## config.mk

```make
export PLATFORM = sky130hd
export DESIGN_NAME = reg_dump_reader_flat
export DESIGN_NICKNAME = d
export VERILOG_FILES = /design/src/rtl/reg_dump_if.sv /design/src/rtl/reg_dump_reader.sv /design/src/flat_wrapper.sv
export SDC_FILE = /design/constraint.sdc
export NUM_CORES = 1
export LEC_CHECK = 0
export ABC_AREA = 1
export BUFFER_PORTS_ARGS = -buffer_cell sky130_fd_sc_hd__buf_2
export CAP_MARGIN = 10
export CORE_UTILIZATION = 45
export CTS_BUF_LIST = sky130_fd_sc_hd__clkbuf_8
export CTS_CLUSTER_DIAMETER = 200
export CTS_CLUSTER_SIZE = 14
export DETAILED_ROUTE_END_ITERATION = 8
export PLACE_DENSITY = 0.76
export SYNTH_ARGS = -nofsm -noshare
export SYNTH_HDL_FRONTEND = slang
export SYNTH_SLANG_ARGS = --single-unit
```

## constraint.sdc

```tcl
create_clock -name clk -period 1.35 [get_ports clk]
set_input_delay 0.0675 -clock clk [delete_from_list [all_inputs] [get_ports clk]]
set_output_delay 0.0675 -clock clk [all_outputs]
set_load 0.05 [all_outputs]
```

## src/rtl/reg_dump_if.sv

```systemverilog
// reg_dump_if: bus between the register dump reader and its environment.
//   start         : request a dump (environment -> reader)
//   Read_register : register-file read address (reader -> register file)
//   Read_data     : combinational read data for Read_register
//   out_valid/out_ready/out_index/out_data : beat stream to downstream
//   busy, done    : status (done is a one-cycle completion pulse)
// modport master = the reader, modport slave = the environment.
interface reg_dump_if;
  logic        start;
  logic [4:0]  Read_register;
  logic [31:0] Read_data;
  logic        out_valid;
  logic        out_ready;
  logic [4:0]  out_index;
  logic [31:0] out_data;
  logic        busy;
  logic        done;

  modport master (
    input  start, Read_data, out_ready,
    output Read_register, out_valid, out_index, out_data, busy, done
  );
  modport slave (
    output start, Read_data, out_ready,
    input  Read_register, out_valid, out_index, out_data, busy, done
  );
endinterface

```

## src/rtl/reg_dump_reader.sv

```systemverilog
// reg_dump_reader: walks register indices FIRST_REG..LAST_REG through a
// register-file read port and streams each (index, value) as a ready/valid
// beat. One register is read per READ cycle, then held in SEND until the
// handshake completes, so a dump runs at one beat per two cycles.
//
// Ports:
//   clk   : clock, rising edge
//   reset : synchronous, active-low
//   bus   : reg_dump_if.master (start, Read_register, Read_data, out_valid,
//           out_ready, out_index, out_data, busy, done)
//
// Parameters: FIRST_REG (1..LAST_REG), LAST_REG (FIRST_REG..31).
// Optional macro REG_DUMP_SKIP_ZERO_EN: registers reading as zero produce
// no beat and cost a single cycle each.
//
// All outputs are registered.
module reg_dump_reader #(
  parameter int FIRST_REG = 1,
  parameter int LAST_REG  = 31
) (
  input  logic       clk,
  input  logic       reset,
  reg_dump_if.master bus
);

  typedef enum logic [1:0] {IDLE, READ, SEND, DONE} state_t;

  localparam logic [4:0] FIRST = 5'(FIRST_REG);
  localparam logic [4:0] LAST  = 5'(LAST_REG);

  state_t      r_state;
  logic [4:0]  r_addr;
  logic [4:0]  r_rd_reg;
  logic [4:0]  r_out_index;
  logic [31:0] r_out_data;
  logic        r_out_valid;
  logic        r_busy;
  logic        r_done;

  logic        w_last;
  logic        w_hs;
  logic        w_skip;
  logic [4:0]  w_addr_nxt;

  assign w_last     = (r_addr == LAST);
  assign w_hs       = r_out_valid & bus.out_ready;
  assign w_addr_nxt = r_addr + 5'd1;

`ifdef REG_DUMP_SKIP_ZERO_EN
  assign w_skip = (bus.Read_data == 32'd0);
`else
  assign w_skip = 1'b0;
`endif

  always_ff @(posedge clk) begin
    if (!reset) begin
      r_state     <= IDLE;
      r_addr      <= FIRST;
      r_rd_reg    <= 5'd0;
      r_out_index <= 5'd0;
      r_out_data  <= 32'd0;
      r_out_valid <= 1'b0;
      r_busy      <= 1'b0;
      r_done      <= 1'b0;
    end else begin
      case (r_state)
        IDLE: begin
          if (bus.start) begin
            r_state  <= READ;
            r_addr   <= FIRST;
            r_rd_reg <= FIRST;
            r_busy   <= 1'b1;
          end
        end
        READ: begin
          if (w_skip) begin
            // Zero register: no beat, move straight to the next index.
            if (w_last) begin
              r_state  <= DONE;
              r_rd_reg <= 5'd0;
              r_done   <= 1'b1;
            end else begin
              r_addr   <= w_addr_nxt;
              r_rd_reg <= w_addr_nxt;
            end
          end else begin
            r_out_data  <= bus.Read_data;
            r_out_index <= r_addr;
            r_out_valid <= 1'b1;
            r_rd_reg    <= 5'd0;
            r_state     <= SEND;
          end
        end
        SEND: begin
          // Beat is frozen until accepted; addr never passes LAST.
          if (w_hs) begin
            r_out_valid <= 1'b0;
            if (w_last) begin
              r_state <= DONE;
              r_done  <= 1'b1;
            end else begin
              r_state  <= READ;
              r_addr   <= w_addr_nxt;
              r_rd_reg <= w_addr_nxt;
            end
          end
        end
        DONE: begin
          // start is ignored here; always return to IDLE.
          r_state <= IDLE;
          r_done  <= 1'b0;
          r_busy  <= 1'b0;
          r_addr  <= FIRST;
        end
        default: begin
          r_state     <= IDLE;
          r_rd_reg    <= 5'd0;
          r_out_valid <= 1'b0;
          r_busy      <= 1'b0;
          r_done      <= 1'b0;
        end
      endcase
    end
  end

  assign bus.Read_register = r_rd_reg;
  assign bus.out_valid     = r_out_valid;
  assign bus.out_index     = r_out_index;
  assign bus.out_data      = r_out_data;
  assign bus.busy          = r_busy;
  assign bus.done          = r_done;

endmodule
```

## src/flat_wrapper.sv

```systemverilog
// flat-port wrapper written by rule: the top's interface ports become plain ports
module reg_dump_reader_flat 
#(
  parameter int FIRST_REG = 1,
  parameter int LAST_REG  = 31
)
  (clk, reset, bus_start, bus_Read_data, bus_out_ready, bus_Read_register, bus_out_valid, bus_out_index, bus_out_data, bus_busy, bus_done);
  reg_dump_if bus_i ();
  input  logic clk;
  input  logic reset;
  input wire logic [$bits(bus_i.start)-1:0] bus_start;
  input wire logic [$bits(bus_i.Read_data)-1:0] bus_Read_data;
  input wire logic [$bits(bus_i.out_ready)-1:0] bus_out_ready;
  output wire logic [$bits(bus_i.Read_register)-1:0] bus_Read_register;
  output wire logic [$bits(bus_i.out_valid)-1:0] bus_out_valid;
  output wire logic [$bits(bus_i.out_index)-1:0] bus_out_index;
  output wire logic [$bits(bus_i.out_data)-1:0] bus_out_data;
  output wire logic [$bits(bus_i.busy)-1:0] bus_busy;
  output wire logic [$bits(bus_i.done)-1:0] bus_done;
  assign bus_i.start = bus_start;
  assign bus_i.Read_data = bus_Read_data;
  assign bus_i.out_ready = bus_out_ready;
  assign bus_Read_register = bus_i.Read_register;
  assign bus_out_valid = bus_i.out_valid;
  assign bus_out_index = bus_i.out_index;
  assign bus_out_data = bus_i.out_data;
  assign bus_busy = bus_i.busy;
  assign bus_done = bus_i.done;
  reg_dump_reader #(.FIRST_REG(FIRST_REG), .LAST_REG(LAST_REG)) u_core (.clk(clk), .reset(reset), .bus(bus_i));
endmodule
```

==> summary.md, run 1 <==
| Metric | Value |
|---|---|
| Register area | `1050 µm²` |
| Starting density of the core | `47.3%` |
| Sw frac | `50.7%` |
| Tcrit/Tclk final | `104%` |
| Clk Latency, worst-skew pair | `0.30 ns` |
| Syn Inst Count | `263` |
| Multi-input logic area | `1000 µm²` |
| CTS buffer count | `5` |
| Share of the synthesized area in the top cell type | `50.2%` |
| Layout cells sized above 1 | `37.0%` |
| # setup viols final | `8` |
| Fill count | `336` |
| CP max FO | `10` |
| Total Nets Final | `438` |
| Status | `finished with violations` |
| Most frequent cells in the layout | `nor2_1, buf_2, dfxtp_1` |
| Slew @ Worst Pin | `between 0.2 and 0.3 ns` |
| CTS tree | `yes` |
| Longest Clk Path Bufs | `2` |
| Net Count, Synth | `305` |
| Max-Cap Viols | `0` |
| Post-DP HPWL | `3500 µm` |
| Library cells used by synthesis | `24` |
| Final Skew | `approximately 0.0055 ns` |
| Power Internal | `around 4 mW` |
| I/O pin total | `81` |
| NetSw | `4.15 mW` |
| Starting DRT DRC Count | `118` |
| Sequential Power Share | `29.6%` |
| Initial antenna violation count | `0` |
| Worst slew margin | `between 80% and 90%` |
| Hold/Removal Path Class | `in2reg` |
| Max Clk Rate | `0.715 GHz` |
| Die X | `69.9 µm` |
| Placer Congestion | `0.806` |
| Clock share of power | `11.2%` |
| Avg Inst Size Synth | `7.88 µm²` |
| Power Density | `between 2000 and 3000 nW/µm²` |
| WHS | `-0.00417 ns` |
| Final Non-Filler Cells | `between 400 and 500` |
| Post-synthesis sequential area ratio | `about 50%` |
| Routed Antenna Nets | `0` |
| Critical path class | `reg2reg` |
| Violated checks | `negative hold slack, negative setup slack` |
| # DRC | `0` |
| Ant. Diodes | `0` |
| Vias in the first global route | `2188` |
| Crit path launch type | `flip-flop` |
| Area Overhead vs Synth | `53.1%` |
| DR pass1 iterations | `4` |
| CTS Root Cell | `clkbuf_8` |
| Final Hold Vio Count | `1` |
| Routed vias/inst | `4.94` |
| Clock sinks | `52` |
| Synth area leaders | `dfxtp_1, nor2_1, o21ai_0, nand2_1, ha_1` |
| Min Tclk post-route | `1.40 ns` |
| Floorplan Core Area | `4380 µm²` |
| RSZ-0062 raised after global routing | `true` |
| Die area | `4880 µm²` |
| Largest net degree at the start of global routing | `24` |
| Clock transition at path regs | `0.09 ns` |
| Placed Instances | `409` |
| Grt ovf | `0` |
| First-pass GRT wire length | `9520 µm` |
| Wirelength, routed | `around 5700 µm` |
| Max Slew Vio Count | `0` |
| P_leak | `approximately 1.6 nW` |
| Setup WS post-layout | `-0.0476 ns` |
| Comb power frac | `59.2%` |
| Place WS | `-0.0836 ns` |
| GR Util All Layers | `approximately 24%` |
| PortBufs | `80` |
| DR vias | `2218` |
| Worst path arrival time | `between 1.5 and 2 ns` |
| Cell Rows | `24` |
| Routed len/inst | `12.7 µm` |
| Syn Std Cell Area | `2070 µm²` |
| Area leader, netlist | `dfxtp_1` |
| Worst vdd ir | `1.75 mV` |
| Register bit total from synthesis | `52` |
| Crit end category | `flip-flop` |
| Required time worst endpoint | `1.52 ns` |
| H-Tree Depth | `2` |
| Die height | `69.9 µm` |
| R2R setup slack | `-0.05 ns` |
| Synth warnings | `0` |
-- layer usage --
layer / wire (µm) / part of all wire, % / track usage [%]
met2: 2750 / 48 / 40.8
met5: 0 / 0 / 0
met4: 74 / 1.3 / 6.89
met1: 2520 / 44 / 29.3
met3: 362 / 6.3 / 7.65
-- final cells by class --
class / count / area share, %
Multi-Input combinational cell: 189 / 31.6
Tap cell: 52 / 2.05
Clock buffer: 6 / 2.60
Timing Repair Buffer: 138 / 29.3
Inverter: 10 / 1.18
Clock inverter: 2 / 0.355
Sequential cell: 52 / 33.0
-- flip-flops by register name, summed over array words and instances (netlist names) --
signal                    cells
u_core.r_state                2
u_core.bus.out_index          5
u_core.bus.done               1
u_core.bus.busy               1
u_core.bus.out_valid          1
u_core.r_addr                 5
u_core.bus.out_data          32
u_core.bus.Read_register      5
-- synth_stat cells, drive strengths merged --
| library cell | number |
|---|---|
| nor2 | 85 |
| dfxtp | 52 |
| o21ai | 44 |
| nand2 | 31 |
| a21oi | 14 |
| inv | 10 |
| buf | 9 |
| ha | 6 |
| nand3 | 4 |
| clkbuf | 3 |
| nand4 | 3 |
| a211oi | 1 |
| o211ai | 1 |
-- final timing paths --
| path | depth (start not counted) | start | end |
|---|---|---|---|
| max | 7 | u_core.r_state[0] | u_core.r_addr[0] |
| min reg2reg | 2 | u_core.bus.Read_register[1] | u_core.bus.Read_register[1] |
| min | 3 | bus_Read_data[19] | u_core.bus.out_data[19] |
| max reg2reg | 7 | u_core.r_state[0] | u_core.r_addr[0] |
-- power groups by stage --
| stage | registers (mW) | clock network, mW | logic [mW] |
|---|---|---|---|
| after floorplan | 4.10 | 0 | 1.51 |
| after global placement | 2.38 | 0 | 4.43 |
| after detailed placement | 2.40 | 0 | 4.47 |
| after CTS | 2.38 | 0.930 | 4.68 |
| after global routing | 2.47 | 1.00 | 5.19 |
| final | 2.42 | 0.916 | 4.84 |
-- timing repair --
action	in CTS	in global routing
gates resized for setup	8	10
hold buffers	29	0
endpoints found under the hold margin	29	0
setup endpoints to repair	11	33
pin swaps	11	8
buffers inserted	1	2
-- logic make-up (layout without fill, tap and decap cells) --
logic type | after synthesis | after routing | share of synthesized area (%)
AND/OR/NAND/NOR | 123 | 123 | 26.0
flip-flops | 52 | 52 | 50.2
AO/OA/AOI/OAI | 60 | 60 | 15.3
adder cells (fa/ha/maj) | 6 | 6 | 3.62
buffers and inverters | 22 | 156 | 4.83
-- stage by stage --
stage	util [%]	setup TNS (ns)	instance area (µm²)	power [mW]	hold slack [ns]
2_1_floorplan	-	0	2080	5.61	0.198
3_5_place_dp	61.4	-0.444	2690	6.87	0.295
3_3_place_gp	61.4	-0.179	2690	6.81	0.288
4_1_cts	70.9	-0.292	3110	8.00	0.00244
5_1_grt	72.3	-1.31	3170	8.66	0.00721
6_report	72.3	-0.195	3170	8.17	-0.00417
-- critical path, cell delays in order (launching register included) --
cell      delay, ns
dfxtp_2        0.34
inv_2          0.04
ha_1           0.22
buf_12         0.16
nand2_8        0.09
nand4_1        0.19
nand2_1        0.12
o211ai_1       0.10
No activity file was read; power rests on OpenSTA's default activity.
==> run 2: changes to the inputs <==
--- a/config.mk
+++ b/config.mk
@@ -13,7 +13,7 @@
 export CTS_CLUSTER_DIAMETER = 200
 export CTS_CLUSTER_SIZE = 14
 export DETAILED_ROUTE_END_ITERATION = 8
-export PLACE_DENSITY = 0.76
+export PLACE_DENSITY = 0.8
 export SYNTH_ARGS = -nofsm -noshare
 export SYNTH_HDL_FRONTEND = slang
 export SYNTH_SLANG_ARGS = --single-unit
==> summary.md, run 2 (same netlist as run 1, synthesis figures left out) <==
| Metric | Value |
|---|---|
| Status | `finished with violations` |
| Violated checks | `negative setup slack` |
| Routed Antenna Nets | `0 (unchanged)` |
| Power Density | `2580 nW/µm² (about the same)` |
| Clk Latency, worst-skew pair | `0.32 ns (+0.02 ns)` |
| Longest Clk Path Bufs | `2 (unchanged)` |
| Routed vias/inst | `4.93 (-0.24%)` |
| Most frequent cells in the layout | `nor2_1, buf_2, dfxtp_1` |
| Final Hold Vio Count | `0 (-1)` |
| Worst Reg-to-Reg Cells | `9 (+2)` |
| Total power | `8.06 mW (-1.4%)` |
| Place WS | `-0.0737 ns (+0.00991 ns)` |
| Worst vdd ir | `1.48 mV (-16%)` |
| Fill count | `320 (-4.8%)` |
| Setup WS post-layout | `-0.0674 ns (-0.0197 ns)` |
| DR vias | `2183 (-1.6%)` |
| Area Overhead vs Synth | `50.8%` |
| Routed len/inst | `12.7 µm (+0.15%)` |
| DR pass1 iterations | `4 (unchanged)` |
| R2R setup slack | `-0.07 ns (-0.02 ns)` |
| Die X | `69.9 µm (unchanged)` |
| I/O pin total | `81 (unchanged)` |
| Grt ovf | `0 (unchanged)` |
| Min Tclk post-route | `1.42 ns (+0.0197 ns)` |
| Hold/Removal Path Class | `in2reg` |
| Placed inst area | `2630 µm² (-2.2%)` |
| Worst slew margin | `71.2% (-12 points)` |
| GR Util All Layers | `24.4% (+0.27 points)` |
| Placer Congestion | `0.849 (+5.4%)` |
| First-pass GRT wire length | `9610 µm (+0.93%)` |
| Crit path launch type | `flip-flop` |
| Ant. Diodes | `0 (unchanged)` |
| CTS buffer count | `5 (unchanged)` |
| Cell Rows | `24 (unchanged)` |
| Die height | `69.9 µm (unchanged)` |
| Slowest stage cell, crit path | `dfxtp_2` |
| Sw frac | `51.7% (+0.92 points)` |
| PortBufs | `80 (unchanged)` |
| Hold endpoint | `u_core.bus.out_valid` |
| Comb power frac | `58.3% (-0.9 points)` |
| Hold depth | `4 (+1)` |
| Max Slew Vio Count | `0 (unchanged)` |
| Worst path arrival time | `1.63 ns (+0.06 ns)` |
| Tcrit/Tclk final | `105% (+1.5 points)` |
| CP most frequent cell | `nand2_1` |
| Largest net degree at the start of global routing | `27 (+13%)` |
| Critical path class | `reg2reg` |
| # setup viols final | `6 (-2)` |
| Die area | `4880 µm² (unchanged)` |
| CTS tree | `yes` |
| Max Clk Rate | `0.706 GHz (-1.4%)` |
| CP max FO | `10 (unchanged)` |
| Crit end category | `flip-flop` |
| Reg-to-Reg Start | `u_core.r_state[0]` |
| Clock share of power | `11.6% (+0.4 points)` |
| Post-DP HPWL | `3390 µm (-3.0%)` |
| # DRC | `0 (unchanged)` |
| Starting density of the core | `47.3% (unchanged)` |
| RSZ-0062 raised after global routing | `true` |
| Total Nets Final | `432 (-1.4%)` |
| NetSw | `4.16 mW (+0.36%)` |
| Wirelength, routed | `5640 µm (-1.2%)` |
| Hold Startpoint | `bus_out_ready` |
| Clock transition at path regs | `0.10 ns (about the same)` |
| Required time worst endpoint | `1.56 ns (+0.04 ns)` |
| Cell family with most CP delay | `simple AND/OR/NAND/NOR gates` |
| Sequential Power Share | `30.1% (+0.5 points)` |
| Starting DRT DRC Count | `106 (-10%)` |
| Max reg flops | `32 (unchanged)` |
| Layout cells sized above 1 | `34.5% (-2.5 points)` |
| P_leak | `1.51 nW (-3.1%)` |
| H-Tree Depth | `2 (unchanged)` |
| Critical path buffers and inverters | `2 (unchanged)` |
| Floorplan Core Area | `4380 µm² (unchanged)` |
| Final Skew | `0.0103 ns (+0.00480 ns)` |
| Clock sinks | `52 (unchanged)` |
| Max-Cap Viols | `0 (unchanged)` |
| Power Internal | `3.89 mW (-3.3%)` |
| Slowest stage delay, CP | `0.34 ns (about the same)` |
| Vias in the first global route | `2208 (+0.91%)` |
| Final design instance area without fill | `3120 µm² (-1.5%)` |
| Commonest non-fill, non-tap cell in the layout | `nor2_1` |
| Initial antenna violation count | `0 (unchanged)` |
| Slew @ Worst Pin | `0.433 ns (+0.177 ns)` |
| CTS Root Cell | `clkbuf_8` |
| FF-to-FF End | `u_core.r_addr[1]` |
| Crit path cell chain | `inv_2 -> ha_2 -> buf_12 -> nand2_8 -> nand3_4 -> nor2_4 -> nand2_1 -> nand2_1 -> nor2_1` |
-- run 2: cell count changes in the layout (fill, tap and decap cells not counted), moves of 2 or more --
| cell | delta |
|---|---|
| a21oi_1 | +2 |
| buf_4 | -8 |
| a21oi_2 | -2 |
| dlygate4sd3_1 | +3 |
| nand2_1 | +2 |
| nor2_1 | +2 |
-- run 2: layout make-up --
cell class                      instances  area [µm²]  area share (%)
Sequential cell                        52        1050            33.5
Tap cell                               52        65.1            2.08
Timing Repair Buffer                  132         887            28.4
Clock buffer                            5        68.8            2.20
Multi-Input combinational cell        189         991            31.7
Inverter                               10        37.5            1.20
Clock inverter                          3        27.5           0.881
-- run 2: worst max-delay path by stage --
stage	start	slack, ns	to	cells after the start
2_1_floorplan	u_core.r_addr[1]	0.004	u_core.r_addr[1]	10
3_3_place_gp	u_core.r_state[1]	-0.03	u_core.bus.Read_register[0]	7
3_5_place_dp	u_core.r_addr[1]	-0.07	u_core.r_addr[1]	10
4_1_cts	u_core.r_addr[1]	-0.06	u_core.r_addr[1]	10
5_1_grt	u_core.r_state[0]	-0.15	u_core.r_addr[1]	9
6_report	u_core.r_state[0]	-0.07	u_core.r_addr[1]	9
-- run 2: per-layer routing --
layer	vias up	global-route usage [%]	wire [µm]	part of all wire (%)
li1	1107	-	-	-
met3	18	7.22	370	6.6
met4	0	10.7	142	2.5
met5	-	0	0	0
met1	975	28.9	2470	44
met2	83	40.7	2660	47
-- run 2: power groups by stage --
stage	clock, mW	sequential, mW	combinational (mW)
2_1_floorplan	0	4.10	1.51
3_3_place_gp	0	2.38	4.34
6_report	0.934	2.42	4.70
5_1_grt	1.01	2.49	5.06
3_5_place_dp	0	2.39	4.40
4_1_cts	0.964	2.39	4.54
-- run 2: what timing repair did --
action                                  in CTS  in global routing
gates resized for setup                      4                 11
hold endpoints to repair                    32                  0
hold buffers                                32                  0
endpoints found under the setup margin      12                 16
pin swaps                                    8                  9
buffers inserted                             1                  1
-- run 2: metrics by stage --
step / setup TNS, ns / utilization, % / instances / hold WS, ns
6_report: -0.277 / 71.3 / 443 / 0.0233
5_1_grt: -1.16 / 71.3 / 443 / 0.0767
4_1_cts: -0.372 / 70.1 / 442 / 0.0168
3_5_place_dp: -0.412 / 60.0 / 401 / 0.295
3_3_place_gp: -0.0850 / 60.0 / 401 / 0.288
2_1_floorplan: 0 / - / 263 / 0.198
-- run 2: worst min-delay path, stage by stage --
cell	delay, ns
buf_2	0.09
nand2_1	0.04
nand2_1	0.05
a21oi_1	0.05
